File: src/rtl/acc_mcpu.sv
// acc_mcpu: multicycle accumulator processor with handshaked I/O, host program load, carry flag and HALT state
module acc_mcpu #(
  parameter int DATA_W = 8,
  parameter int ADDR_W = 5,
  parameter int RF_AW  = 3
) (
  input  logic              clk,
  input  logic              reset,
  input  logic              start,
  input  logic              prog_we,
  input  logic [ADDR_W-1:0] prog_addr,
  input  logic [ADDR_W+3:0] prog_data,
  input  logic [DATA_W-1:0] in_data,
  input  logic              in_valid,
  output logic              in_ready,
  output logic [DATA_W-1:0] out_data,
  output logic              out_valid,
  input  logic              out_ready,
  output logic              halted,
  output logic              busy
);
  typedef enum logic [2:0] {IDLE, FETCH, DECODE, EXEC, WAIT_IN, WAIT_OUT, HALT} state_t;
  localparam logic [3:0] OP_HALT = 4'd0, OP_LDA = 4'd1, OP_STA = 4'd2, OP_LDI = 4'd3,
                         OP_ADD = 4'd4, OP_SUB = 4'd5, OP_AND = 4'd6, OP_OR = 4'd7,
                         OP_NOT = 4'd8, OP_SHL = 4'd9, OP_SHR = 4'd10, OP_IN = 4'd11,
                         OP_OUT = 4'd12, OP_JMP = 4'd13, OP_JZ = 4'd14, OP_JP = 4'd15;
  state_t state, state_n;
  logic [ADDR_W+3:0] imem [2**ADDR_W];
  logic [DATA_W-1:0] rf [2**RF_AW];
  logic [ADDR_W+3:0] ir;
  logic [ADDR_W-1:0] pc, arg;
  logic [DATA_W-1:0] a, opnd;
  logic [3:0] op;
  logic c, take, stopped;
  assign op = ir[ADDR_W+3:ADDR_W];
  assign arg = ir[ADDR_W-1:0];
  assign stopped = state == IDLE || state == HALT;
  assign in_ready = state == WAIT_IN;
  assign halted = state == HALT;
  assign busy = !stopped;
  always_ff @(posedge clk)
    if (stopped && prog_we) imem[prog_addr] <= prog_data;
  always_ff @(posedge clk)
    if (reset) state <= IDLE;
    else state <= state_n;
  always_comb begin
    state_n = state;
    case (state)
      IDLE, HALT: state_n = start ? FETCH : state;
      FETCH:      state_n = DECODE;
      DECODE:     state_n = EXEC;
      EXEC:       state_n = op == OP_HALT ? HALT : op == OP_IN ? WAIT_IN : op == OP_OUT ? WAIT_OUT : FETCH;
      WAIT_IN:    state_n = in_valid ? FETCH : WAIT_IN;
      WAIT_OUT:   state_n = out_ready ? FETCH : WAIT_OUT;
      default:    state_n = IDLE;
    endcase
  end
  always_ff @(posedge clk)
    if (reset) begin
      pc <= '0;
      a <= '0;
      c <= 1'b0;
      ir <= '0;
      opnd <= '0;
      take <= 1'b0;
      out_data <= '0;
      out_valid <= 1'b0;
      for (int i = 0; i < 2**RF_AW; i++) rf[i] <= '0;
    end else
      case (state)
        IDLE, HALT: if (start) begin
          pc <= '0;
          a <= '0;
          c <= 1'b0;
        end
        FETCH: begin
          ir <= imem[pc];
          pc <= pc + ADDR_W'(1);
        end
        DECODE: begin
          opnd <= rf[ir[RF_AW-1:0]];
          take <= op == OP_JMP || (op == OP_JZ && a == '0) || (op == OP_JP && a != '0 && !a[DATA_W-1]);
        end
        EXEC: begin
          case (op)
            OP_LDA:  a <= opnd;
            OP_STA:  rf[ir[RF_AW-1:0]] <= a;
            OP_LDI:  a <= DATA_W'(arg);
            OP_ADD:  {c, a} <= {1'b0, a} + {1'b0, opnd};
            OP_SUB:  {c, a} <= {1'b0, a} - {1'b0, opnd};
            OP_AND:  a <= a & opnd;
            OP_OR:   a <= a | opnd;
            OP_NOT:  a <= ~a;
            OP_SHL:  {c, a} <= {a, 1'b0};
            OP_SHR:  {a, c} <= {1'b0, a};
            OP_OUT: begin
              out_data <= a;
              out_valid <= 1'b1;
            end
            default: ;
          endcase
          if (take) pc <= arg;
        end
        WAIT_IN:  if (in_valid) a <= in_data;
        WAIT_OUT: if (out_ready) out_valid <= 1'b0;
        default: ;
      endcase
endmodule

File: config.mk
export PLATFORM = sky130hd
export DESIGN_NAME = acc_mcpu
export DESIGN_NICKNAME = d
export VERILOG_FILES = /design/src/rtl/acc_mcpu.sv
export SDC_FILE = /design/constraint.sdc
export NUM_CORES = 1
export LEC_CHECK = 0
export ABC_AREA = 0
export ABC_CLOCK_PERIOD_IN_PS = 3050
export BUFFER_PORTS_ARGS = -buffer_cell sky130_fd_sc_hd__clkbuf_2
export CAP_MARGIN = 5
export CORE_ASPECT_RATIO = 1.5
export CORE_MARGIN = 3
export CORE_UTILIZATION = 55
export CTS_BUF_LIST = sky130_fd_sc_hd__clkbuf_8 sky130_fd_sc_hd__clkbuf_16
export DETAILED_ROUTE_END_ITERATION = 7
export GPL_TIMING_DRIVEN = 0
export PLACE_DENSITY = 0.7
export SLEW_MARGIN = 25
export SYNTH_ARGS = -nofsm -noshare
export SYNTH_HDL_FRONTEND = slang
export SYNTH_SLANG_ARGS = --single-unit
File: constraint.sdc
create_clock -name clk -period 3.05 [get_ports clk]
set_clock_uncertainty 0.15 [all_clocks]
set_input_delay 0.305 -clock clk [delete_from_list [all_inputs] [get_ports clk]]
set_output_delay 0.305 -clock clk [all_outputs]
set_load 0.1 [all_outputs]
==> impl_metrics.env, run 1 <==
export IMPL_reg2reg_from="state[1]"
export IMPL_routedWlPerCell_um=25.6
export IMPL_finalCriticalPeriod_ns=3.01
export IMPL_die_h_um=222
export IMPL_r2r_end="imem[25][1]"
export IMPL_async_flop_share=0
export IMPL_end_kind="register"
export IMPL_tightest_slew_ns=0.915
export IMPL_post_place_ws_ns=-0.142
export IMPL_h_tree_depth=2
export IMPL_period_share=0.986
export IMPL_clock_sinks=395
export IMPL_syn_area_per_cell_um2=15.8
export IMPL_drt_iter0_drc=662
export IMPL_path_clk_slew_ns=0.06
export IMPL_required_ns=3.05
export IMPL_diodes=0
export IMPL_routed_wirelength_um=40800
export IMPL_hpwl_um=28300
export IMPL_maxSlewHeadroom=0.388
export IMPL_clock_path_buffers=3
export IMPL_synth_top_area_frac=0.617
export IMPL_r2r_cells=7
export IMPL_clock_latency_ns=0.53
export IMPL_antenna_found_initial=0
export IMPL_cts_tree="yes"
export IMPL_ant_nets=0
export IMPL_max_cap_violations=0
export IMPL_cts_inserted_buffers=38
export IMPL_cts_root_buf="clkbuf_16"
export IMPL_rows=78
export IMPL_synth_top_cell_by_area="edfxtp_1"
export IMPL_first_pass_iters=5
export IMPL_finalSetupTns_ns=0
export IMPL_fin_area_mm2=0.0191
export IMPL_syn2layout_area_growth_pct=11.7
export IMPL_grt_max_degree=33
export IMPL_layout_drive_gt1_share=0.221
export IMPL_ys_types=66
export IMPL_min_delay_path_depth=3
export IMPL_rsz0062_at_grt="yes"
export IMPL_initial_core_util=0.563
export IMPL_leakagePower_nw=6.14
export IMPL_ir_drop_mv=0.590
export IMPL_min_to="a[0]"
export IMPL_cp_max_fo=10
export IMPL_status="finished clean"
export IMPL_die_x_um=150
export IMPL_track_usage=0.251
export IMPL_min_from="in_data[0]"
export IMPL_grt_pass1_vias=10400
export IMPL_max_freq_ghz=0.333
export IMPL_syn_nets=1125
export IMPL_arrival_ns=3.01
export IMPL_gp_congestion=0.953
export IMPL_syn_inst=1085
export IMPL_criticalPathCategory="reg -> reg"
export IMPL_syn_area_mm2=0.0171
export IMPL_seq_area_frac_synth=0.667
export IMPL_placed_cell_area_mm2=0.0178
export IMPL_setup_slack_ns=0.0439
export IMPL_yosys_register_bits=395
export IMPL_finalSetupViolCount=0
export IMPL_total_power_w=0.0127
export IMPL_top_level_ports=40
export IMPL_min_path_type="in -> reg"
export IMPL_synth_edf_count=352
export IMPL_cp_start_kind="register"
export IMPL_regToRegSetupSlack_ns=0.04
export IMPL_nNetsFinal=1208
export IMPL_io_buffers=38
export IMPL_fin_util=0.629
export IMPL_dr_total_vias=9922
export IMPL_ys_top_cells_by_area="edfxtp_1 62%, mux4_2 13%, dfxtp_1 5.0%, nor2_1 2.2%, a211oi_1 1.4%"
export IMPL_core_area_mm2=0.0304
export IMPL_post_route_drc_count=0
export IMPL_hold_violations=0
export IMPL_yosysWarnings=0
export IMPL_n_fill_cell=2257
export IMPL_slew_viol_final=0
export IMPL_grt_overflow=0
export IMPL_viasPerCell=6.22
export IMPL_grt_pass1_wl_um=61800
export IMPL_synth_main_ff_cell="edfxtp_1"
export IMPL_die_area_mm2=0.0334
export IMPL_powerDensity_mw_per_mm2=665
[kinds of logic after synthesis]
| group | synth area share |
|---|---|
| compound gates | 0.0592 |
| xor+xnor | 0.00715 |
| fa+ha+maj | 0.00978 |
| buf+inv | 0.0256 |
| flops | 0.667 |
| mux | 0.138 |
| simple gates | 0.0930 |
[how the worst max path moves through the flow]
stage	startpoint	to	slack, ns
4_1_cts	ir[5]	a[6]	0.04
6_report	state[1]	imem[25][1]	0.04
3_3_place_gp	ir[8]	a[6]	-0.11
3_5_place_dp	ir[8]	a[6]	-0.14
5_1_grt	state[1]	imem[25][1]	-0.1
2_1_floorplan	state[2]	a[3]	0.29
[report_power, final]
group / switching (W) / internal, W
clock network: 0.00192 / 0.00247
logic: 0.00134 / 0.000891
registers: 0.000107 / 0.00600
[critical path, stage by stage, from the launching register on]
cell	delay, ns
dfxtp_1	0.39
buf_2	0.25
xor2_1	0.09
nor2_1	0.42
nand2_1	0.12
nor2_1	0.27
nand3_1	0.22
nor2_1	0.71
[layer usage]
metal | GRT usage | wire length (µm) | vias up
li1 | - | - | 4451
met1 | 0.290 | 14100 | 4976
met2 | 0.438 | 21900 | 367
met3 | 0.0355 | 1970 | 128
met4 | 0.154 | 2880 | 0
met5 | 0 | 0 | -
[Yosys cell counts, types with 5 or more instances]
| cell type | instances |
|---|---|
| edfxtp_1 | 352 |
| nor2_1 | 100 |
| mux4_2 | 97 |
| dfxtp_1 | 43 |
| and2_1 | 37 |
| nor3_1 | 37 |
| a211oi_1 | 32 |
| clkbuf_1 | 32 |
| nor2b_1 | 29 |
| nand2_1 | 28 |
| buf_2 | 27 |
| a21oi_1 | 25 |
| nor4_1 | 22 |
| nand2b_1 | 20 |
| o21ai_0 | 20 |
| mux2i_1 | 15 |
| o21ai_1 | 15 |
| buf_1 | 11 |
| ha_1 | 11 |
| inv_1 | 11 |
| nand3_1 | 10 |
| xnor2_1 | 10 |
| a22oi_1 | 9 |
| buf_4 | 6 |
| a311oi_1 | 5 |
[final cells by class]
type                            instances  area (µm²)  area share
Multi-Input combinational cell        596        5360       0.280
Clock buffer                           42        1020      0.0531
Buffer                                 79         394      0.0206
Tap cell                              400         500      0.0261
Inverter                               14        52.6     0.00275
Timing Repair Buffer                   44         245      0.0128
Clock inverter                         24         139     0.00726
Sequential cell                       395       11400       0.597
[stage by stage]
| step | hold slack (ns) | cells |
|---|---|---|
| after detailed placement | 0.308 | 1523 |
| after global placement | 0.303 | 1523 |
| after global routing | 0.0378 | 1594 |
| after CTS | 0.00294 | 1593 |
| final | 0.0184 | 1594 |
| after floorplan | 0.254 | 1085 |
[registers in the layout, indices dropped and copies added (netlist names), 3 cells and up]
signal / cells
pc: 5
out_data: 8
a: 8
rf: 64
imem: 288
state: 3
ir: 9
opnd: 8
[layout by cell type, fill, tap and decap left out, drive strengths merged, types with 4 or more instances in the layout]
cell type / count
edfxtp: 352
a311oi: 5
a2111oi: 4
o221ai: 4
nand3: 10
dfxtp: 43
o21ai: 35
buf: 50
and2: 37
mux4: 97
a21oi: 25
nand2: 29
clkinv: 13
ha: 11
nor2: 100
nor3: 39
a31oi: 4
nand2b: 20
nor2b: 29
dlygate4sd3: 4
nor4: 22
xnor2: 10
mux2i: 15
a22oi: 9
clkbuf: 111
a211oi: 32
xor2: 4
inv: 22
[repair_timing]
item                                    CTS  global route
hold buffers                              4             0
cloned                                    0             0
endpoints found under the setup margin   83           141
pin swaps                                 0             4
buffers inserted                          0             2
gates resized for setup                  13            21
endpoints found under the hold margin     4             0
Note: power is estimated with default switching activity, not from simulation.
==> run 2: changes to the inputs <==
--- a/config.mk
+++ b/config.mk
@@ -6,7 +6,7 @@
 export NUM_CORES = 1
 export LEC_CHECK = 0
 export ABC_AREA = 0
-export ABC_CLOCK_PERIOD_IN_PS = 3050
+export ABC_CLOCK_PERIOD_IN_PS = 2600
 export BUFFER_PORTS_ARGS = -buffer_cell sky130_fd_sc_hd__clkbuf_2
 export CAP_MARGIN = 5
 export CORE_ASPECT_RATIO = 1.5
@@ -15,7 +15,7 @@
 export CTS_BUF_LIST = sky130_fd_sc_hd__clkbuf_8 sky130_fd_sc_hd__clkbuf_16
 export DETAILED_ROUTE_END_ITERATION = 7
 export GPL_TIMING_DRIVEN = 0
-export PLACE_DENSITY = 0.7
+export PLACE_DENSITY = 0.73
 export SLEW_MARGIN = 25
 export SYNTH_ARGS = -nofsm -noshare
 export SYNTH_HDL_FRONTEND = slang
==> constraint.sdc (replaced) <==
create_clock -name clk -period 2.6 [get_ports clk]
set_clock_uncertainty 0.15 [all_clocks]
set_input_delay 0.26 -clock clk [delete_from_list [all_inputs] [get_ports clk]]
set_output_delay 0.26 -clock clk [all_outputs]
set_load 0.1 [all_outputs]
==> impl_metrics.env, run 2 (synthesized netlist as in run 1, its figures left out) <==
export IMPL_status="finished with violations"
export IMPL_violations="setup timing"
export IMPL_grt_pass1_wl_um=62100
export IMPL_die_x_um=150
export IMPL_ir_drop_mv=0.672
export IMPL_p_seq_frac=0.468
export IMPL_cp_start_kind="register"
export IMPL_rows=78
export IMPL_layout_common_cells="352 x edfxtp_1, 97 x mux4_2, 62 x nor2_1"
export IMPL_reg_largest_list="imem x288, rf x64, ir x9"
export IMPL_required_ns=2.89
export IMPL_pwr_share_comb=0.184
export IMPL_first_pass_iters=5
export IMPL_io_buffers=38
export IMPL_dr_total_vias=10200
export IMPL_core_area_mm2=0.0304
export IMPL_arrival_ns=2.98
export IMPL_grt_overflow=0
export IMPL_powerDensity_mw_per_mm2=760
export IMPL_ant_nets=0
export IMPL_dp_cells=1523
export IMPL_clkPwrFrac=0.348
export IMPL_min_path_type="in -> reg"
export IMPL_clock_latency_ns=0.54
export IMPL_top_level_ports=40
export IMPL_final_cells=1639
export IMPL_layout_drive_gt1_share=0.289
export IMPL_final_common_cell="edfxtp_1"
export IMPL_p_int_w=0.0112
export IMPL_period_share=1.03
export IMPL_tightest_slew_ns=1.20
export IMPL_hpwl_um=27700
export IMPL_routed_wirelength_um=42100
export IMPL_drt_iter0_drc=918
export IMPL_initial_core_util=0.563
export IMPL_h_tree_depth=2
export IMPL_leakagePower_nw=6.49
export IMPL_die_area_mm2=0.0334
export IMPL_finalCriticalPeriod_ns=2.68
export IMPL_maxSlewHeadroom=0.198
export IMPL_grt_pass1_vias=10300
export IMPL_track_usage=0.250
export IMPL_antenna_found_initial=0
export IMPL_largest_register="imem"
export IMPL_slew_viol_final=0
export IMPL_max_cap_violations=0
export IMPL_p_switching_w=0.00412
export IMPL_end_kind="register"
export IMPL_min_delay_path_depth=5
export IMPL_syn2layout_area_growth_pct=17.8
export IMPL_post_route_drc_count=0
export IMPL_finalSetupViolCount=53
export IMPL_r2r_cells=10
export IMPL_clock_sinks=395
export IMPL_rsz0062_at_grt="yes"
export IMPL_fin_util=0.663
export IMPL_diodes=0
export IMPL_switching_share=0.268
export IMPL_cts_tree="yes"
export IMPL_routedWlPerCell_um=25.7
export IMPL_max_freq_ghz=0.373
export IMPL_largest_reg_flops=288
export IMPL_nNetsFinal=1251
export IMPL_cts_inserted_buffers=37
export IMPL_criticalPathCategory="reg -> reg"
export IMPL_grt_max_degree=33
export IMPL_clock_path_buffers=3
export IMPL_die_h_um=222
export IMPL_cts_root_buf="clkbuf_16"
export IMPL_gp_congestion=0.962
export IMPL_cp_max_fo=3
export IMPL_setup_slack_ns=-0.0842
export IMPL_viasPerCell=6.24
export IMPL_path_clk_slew_ns=0.06
export IMPL_hold_violations=0
## run 2: changes by cell type in the layout (fill, tap and decap cells not counted), moves of 6 or more
| cell | previous run | this run |
|---|---|---|
| nor2_1 | 90 | 62 |
| nor2_4 | 0 | 26 |
| buf_12 | 0 | 23 |
| buf_4 | 10 | 30 |
| dfxtp_1 | 42 | 36 |
| o21ai_2 | 6 | 0 |
| o21ai_4 | 0 | 6 |
## run 2: worst paths after layout
path | start | end | slack (ns)
setup / recovery | ir[7] | a[6] | -0.08
hold / removal | in_valid | state[0] | 0.06
setup reg to reg | ir[7] | a[6] | -0.08
hold reg to reg | out_valid | out_valid | 0.31
## run 2: worst max-delay path, stage by stage (launching register included)
cell      delay (ns)
dfxtp_4         0.37
nand2_4         0.05
nor3_4          0.26
mux2_4          0.35
fa_2            0.34
nand2b_4        0.17
a211oi_4        0.25
o21a_1          0.18
nor3_2          0.05
nand3b_1        0.16
a311oi_1        0.27
## run 2: metrics by stage
step | TNS, ns | worst slack (ns) | power, W | area, µm² | hold WS (ns)
3_5_place_dp | -120.61 | -0.674 | 0.00984 | 17900 | 0.304
6_report | -1.65 | -0.0842 | 0.0153 | 20200 | 0.0613
3_3_place_gp | -101.95 | -0.554 | 0.00979 | 17900 | 0.299
2_1_floorplan | 0 | 0.00536 | 0.00906 | 17200 | 0.209
5_1_grt | -9.51 | -0.273 | 0.0159 | 20200 | 0.0755
4_1_cts | -3.75 | -0.0795 | 0.0153 | 19700 | 0.0188
## run 2: layer usage
layer / up-vias / wire, µm / part of all wire / track usage
met5: - / 0 / 0 / 0
met4: 0 / 1980 / 0.047 / 0.113
met3: 113 / 2420 / 0.057 / 0.0345
met2: 434 / 22700 / 0.54 / 0.436
met1: 5128 / 15000 / 0.36 / 0.308
li1: 4547 / - / - / -
## run 2: power groups by stage
stage,Clock [W],Combinational (W),Sequential [W]
after floorplan,0,0.00182,0.00724
after global placement,0,0.00250,0.00729
after detailed placement,0,0.00254,0.00730
after CTS,0.00540,0.00272,0.00717
after global routing,0.00565,0.00303,0.00719
final,0.00534,0.00283,0.00718
## run 2: timing repair
| item | in CTS | in global routing |
|---|---|---|
| setup buffers | 22 | 25 |
| endpoints found under the setup margin | 386 | 350 |
| gates resized for setup | 93 | 33 |
| pin swaps | 18 | 35 |
| cloned | 0 | 1 |
| endpoints found under the hold margin | 9 | 0 |
| hold buffers | 8 | 0 |
## run 2: cell type report
class / instances / area (µm²)
Tap cell: 400 / 500
Buffer: 74 / 380
Timing Repair Buffer: 92 / 906
Clock buffer: 39 / 976
Multi-Input combinational cell: 597 / 5720
Fill cell: 2097 / 10300
Clock inverter: 28 / 209
Inverter: 14 / 56.3
Sequential cell: 395 / 11400
==> run 3: changes to the inputs <==
--- a/config.mk
+++ b/config.mk
@@ -15,6 +15,8 @@
 export CTS_BUF_LIST = sky130_fd_sc_hd__clkbuf_8 sky130_fd_sc_hd__clkbuf_16
 export DETAILED_ROUTE_END_ITERATION = 7
 export GPL_TIMING_DRIVEN = 0
+export HOLD_SLACK_MARGIN = 0.15
+export MAX_ROUTING_LAYER = met4
 export PLACE_DENSITY = 0.73
 export SLEW_MARGIN = 25
 export SYNTH_ARGS = -nofsm -noshare
==> impl_metrics.env, run 3 (synthesized netlist as in run 1, its figures left out) <==
export IMPL_clock_latency_ns=0.54
export IMPL_criticalPathCategory="reg -> reg"
export IMPL_clock_path_buffers=3
export IMPL_die_area_mm2=0.0334
export IMPL_fin_area_mm2=0.0200
export IMPL_path_cells="nor3_4 -> mux2_4 -> fa_2 -> nand2b_4 -> a211oi_4 -> o21a_1 -> nor3_1 -> nand3b_1 -> a311oi_2"
export IMPL_core_area_mm2=0.0304
export IMPL_routedWlPerCell_um=25.3
export IMPL_dr_total_vias=10400
export IMPL_syn2layout_area_growth_pct=16.9
export IMPL_gp_congestion=0.973
export IMPL_cp_start_kind="register"
export IMPL_crit_buf_inv=0
export IMPL_die_x_um=150
export IMPL_powerDensity_mw_per_mm2=753
export IMPL_period_share=1.01
export IMPL_rows=78
export IMPL_cp_max_fo=6
export IMPL_largest_reg_flops=288
export IMPL_finalSetupViolCount=18
export IMPL_path_clk_slew_ns=0.06
export IMPL_max_stage_delay_ns=0.37
export IMPL_cts_inserted_buffers=38
export IMPL_critical_path_top_delay_family="compound AO/OA/AOI/OAI gates"
export IMPL_fin_util=0.658
export IMPL_setup_slack_ns=-0.0241
export IMPL_largest_register="imem"
export IMPL_nNetsFinal=1249
export IMPL_required_ns=2.89
export IMPL_post_place_ws_ns=-0.569
export IMPL_viasPerCell=6.33
export IMPL_top_level_ports=40
export IMPL_timing_hold_ws_ns=0.220
export IMPL_end_kind="register"
export IMPL_layout_drive_gt1_share=0.282
export IMPL_first_pass_iters=5
export IMPL_ir_drop_mv=0.625
export IMPL_drt_iter0_drc=1002
export IMPL_arrival_ns=2.92
export IMPL_clock_sinks=395
export IMPL_post_route_drc_count=0
export IMPL_cts_root_buf="clkbuf_16"
export IMPL_grt_pass1_wl_um=62600
export IMPL_grt_pass1_vias=10500
export IMPL_initial_core_util=0.563
export IMPL_final_common_cell="edfxtp_1"
export IMPL_finalCriticalPeriod_ns=2.62
export IMPL_slew_viol_final=0
export IMPL_tightest_slew_ns=1.05
export IMPL_grt_max_degree=33
export IMPL_min_path_type="in -> reg"
export IMPL_antenna_found_initial=0
export IMPL_h_tree_depth=2
export IMPL_leakagePower_nw=6.43
export IMPL_track_usage=0.258
export IMPL_reg_largest_list="imem x288, rf x64, ir x9"
export IMPL_final_cells=1637
export IMPL_maxSlewHeadroom=0.297
export IMPL_n_fill_cell=2115
export IMPL_hold_violations=0
export IMPL_die_h_um=222
export IMPL_status="finished with violations"
export IMPL_io_buffers=38
export IMPL_rsz0062_at_grt="yes"
export IMPL_violations="setup timing"
export IMPL_crit_slowest_cell="dfxtp_4"
export IMPL_dp_cells=1523
export IMPL_grt_overflow=0
export IMPL_cts_tree="yes"
export IMPL_ant_nets=0
export IMPL_hpwl_um=27600
export IMPL_placed_cell_area_mm2=0.0179
export IMPL_layout_common_cells="352 x edfxtp_1, 97 x mux4_2, 62 x nor2_1"
export IMPL_routed_wirelength_um=41300
export IMPL_max_cap_violations=0
export IMPL_max_freq_ghz=0.381
==> run 3: cell types whose count changed in the layout (fill, tap and decap cells not counted), moves of 3 or more <==
cell	change
nor2_4	-4
clkinv_1	+3
nor2_2	+3
buf_12	-7
dlygate4sd3_1	+4
==> run 3: final timing paths <==
path / start / endpoint / slack, ns / cells after the start
worst min-delay path: prog_addr[4] / imem[30][6] / 0.22 / 3
worst max register to register: ir[6] / a[6] / -0.02 / 9
worst max-delay path: ir[6] / a[6] / -0.02 / 9
worst min register to register: out_valid / out_valid / 0.32 / 2
==> run 3: worst register-to-register path, cell delays in order (launching register included) <==
cell and delay, ns:
dfxtp_4 0.37, nor3_4 0.22, mux2_4 0.34, fa_2 0.36, nand2b_4 0.17, a211oi_4 0.22
o21a_1 0.18, nor3_1 0.05, nand3b_1 0.17, a311oi_2 0.30
==> run 3: power by group <==
group	total (W)	internal (W)	switching (W)	leakage, nW
Combinational	0.00280	0.00116	0.00165	2.23
Sequential	0.00719	0.00705	0.000142	3.61
Clock	0.00509	0.00282	0.00227	0.593
==> run 3: final cells by class <==
type                       count  area [µm²]  share of cell area
multi-input combinational    596        5690               0.284
antenna                        1        2.50            0.000125
clock buffer                  39         976              0.0487
timing repair buffer          91         825              0.0412
sequential                   395       11400               0.571
buffer                        73         365              0.0182
clock inverter                28         166             0.00831
tap                          400         500              0.0250
inverter                      14        62.6             0.00312
==> run 3: what timing repair did <==
| item | 4_1_cts | 5_1_grt |
|---|---|---|
| resized for setup | 91 | 34 |
| buffers inserted | 24 | 17 |
| endpoints found under the hold margin | 12 | 0 |
| endpoints found under the setup margin | 379 | 308 |
| cloned | 0 | 0 |
| hold buffers | 12 | 0 |
| pin swaps | 16 | 15 |
==> run 3: metal layers <==
layer / global-route usage / vias to the layer above / part of all wire
li1: - / 4544 / -
met1: 0.309 / 5210 / 0.35
met2: 0.441 / 485 / 0.54
met3: 0.0337 / 116 / 0.061
met4: 0.109 / 0 / 0.045
met5: - / - / 0
==> run 3: metrics by stage <==
step                      setup TNS, ns  total power [W]
after floorplan                       0          0.00906
after global placement           -99.34          0.00979
after detailed placement        -115.32          0.00984
after CTS                        -0.144           0.0151
after global routing              -5.89           0.0156
final                            -0.125           0.0151
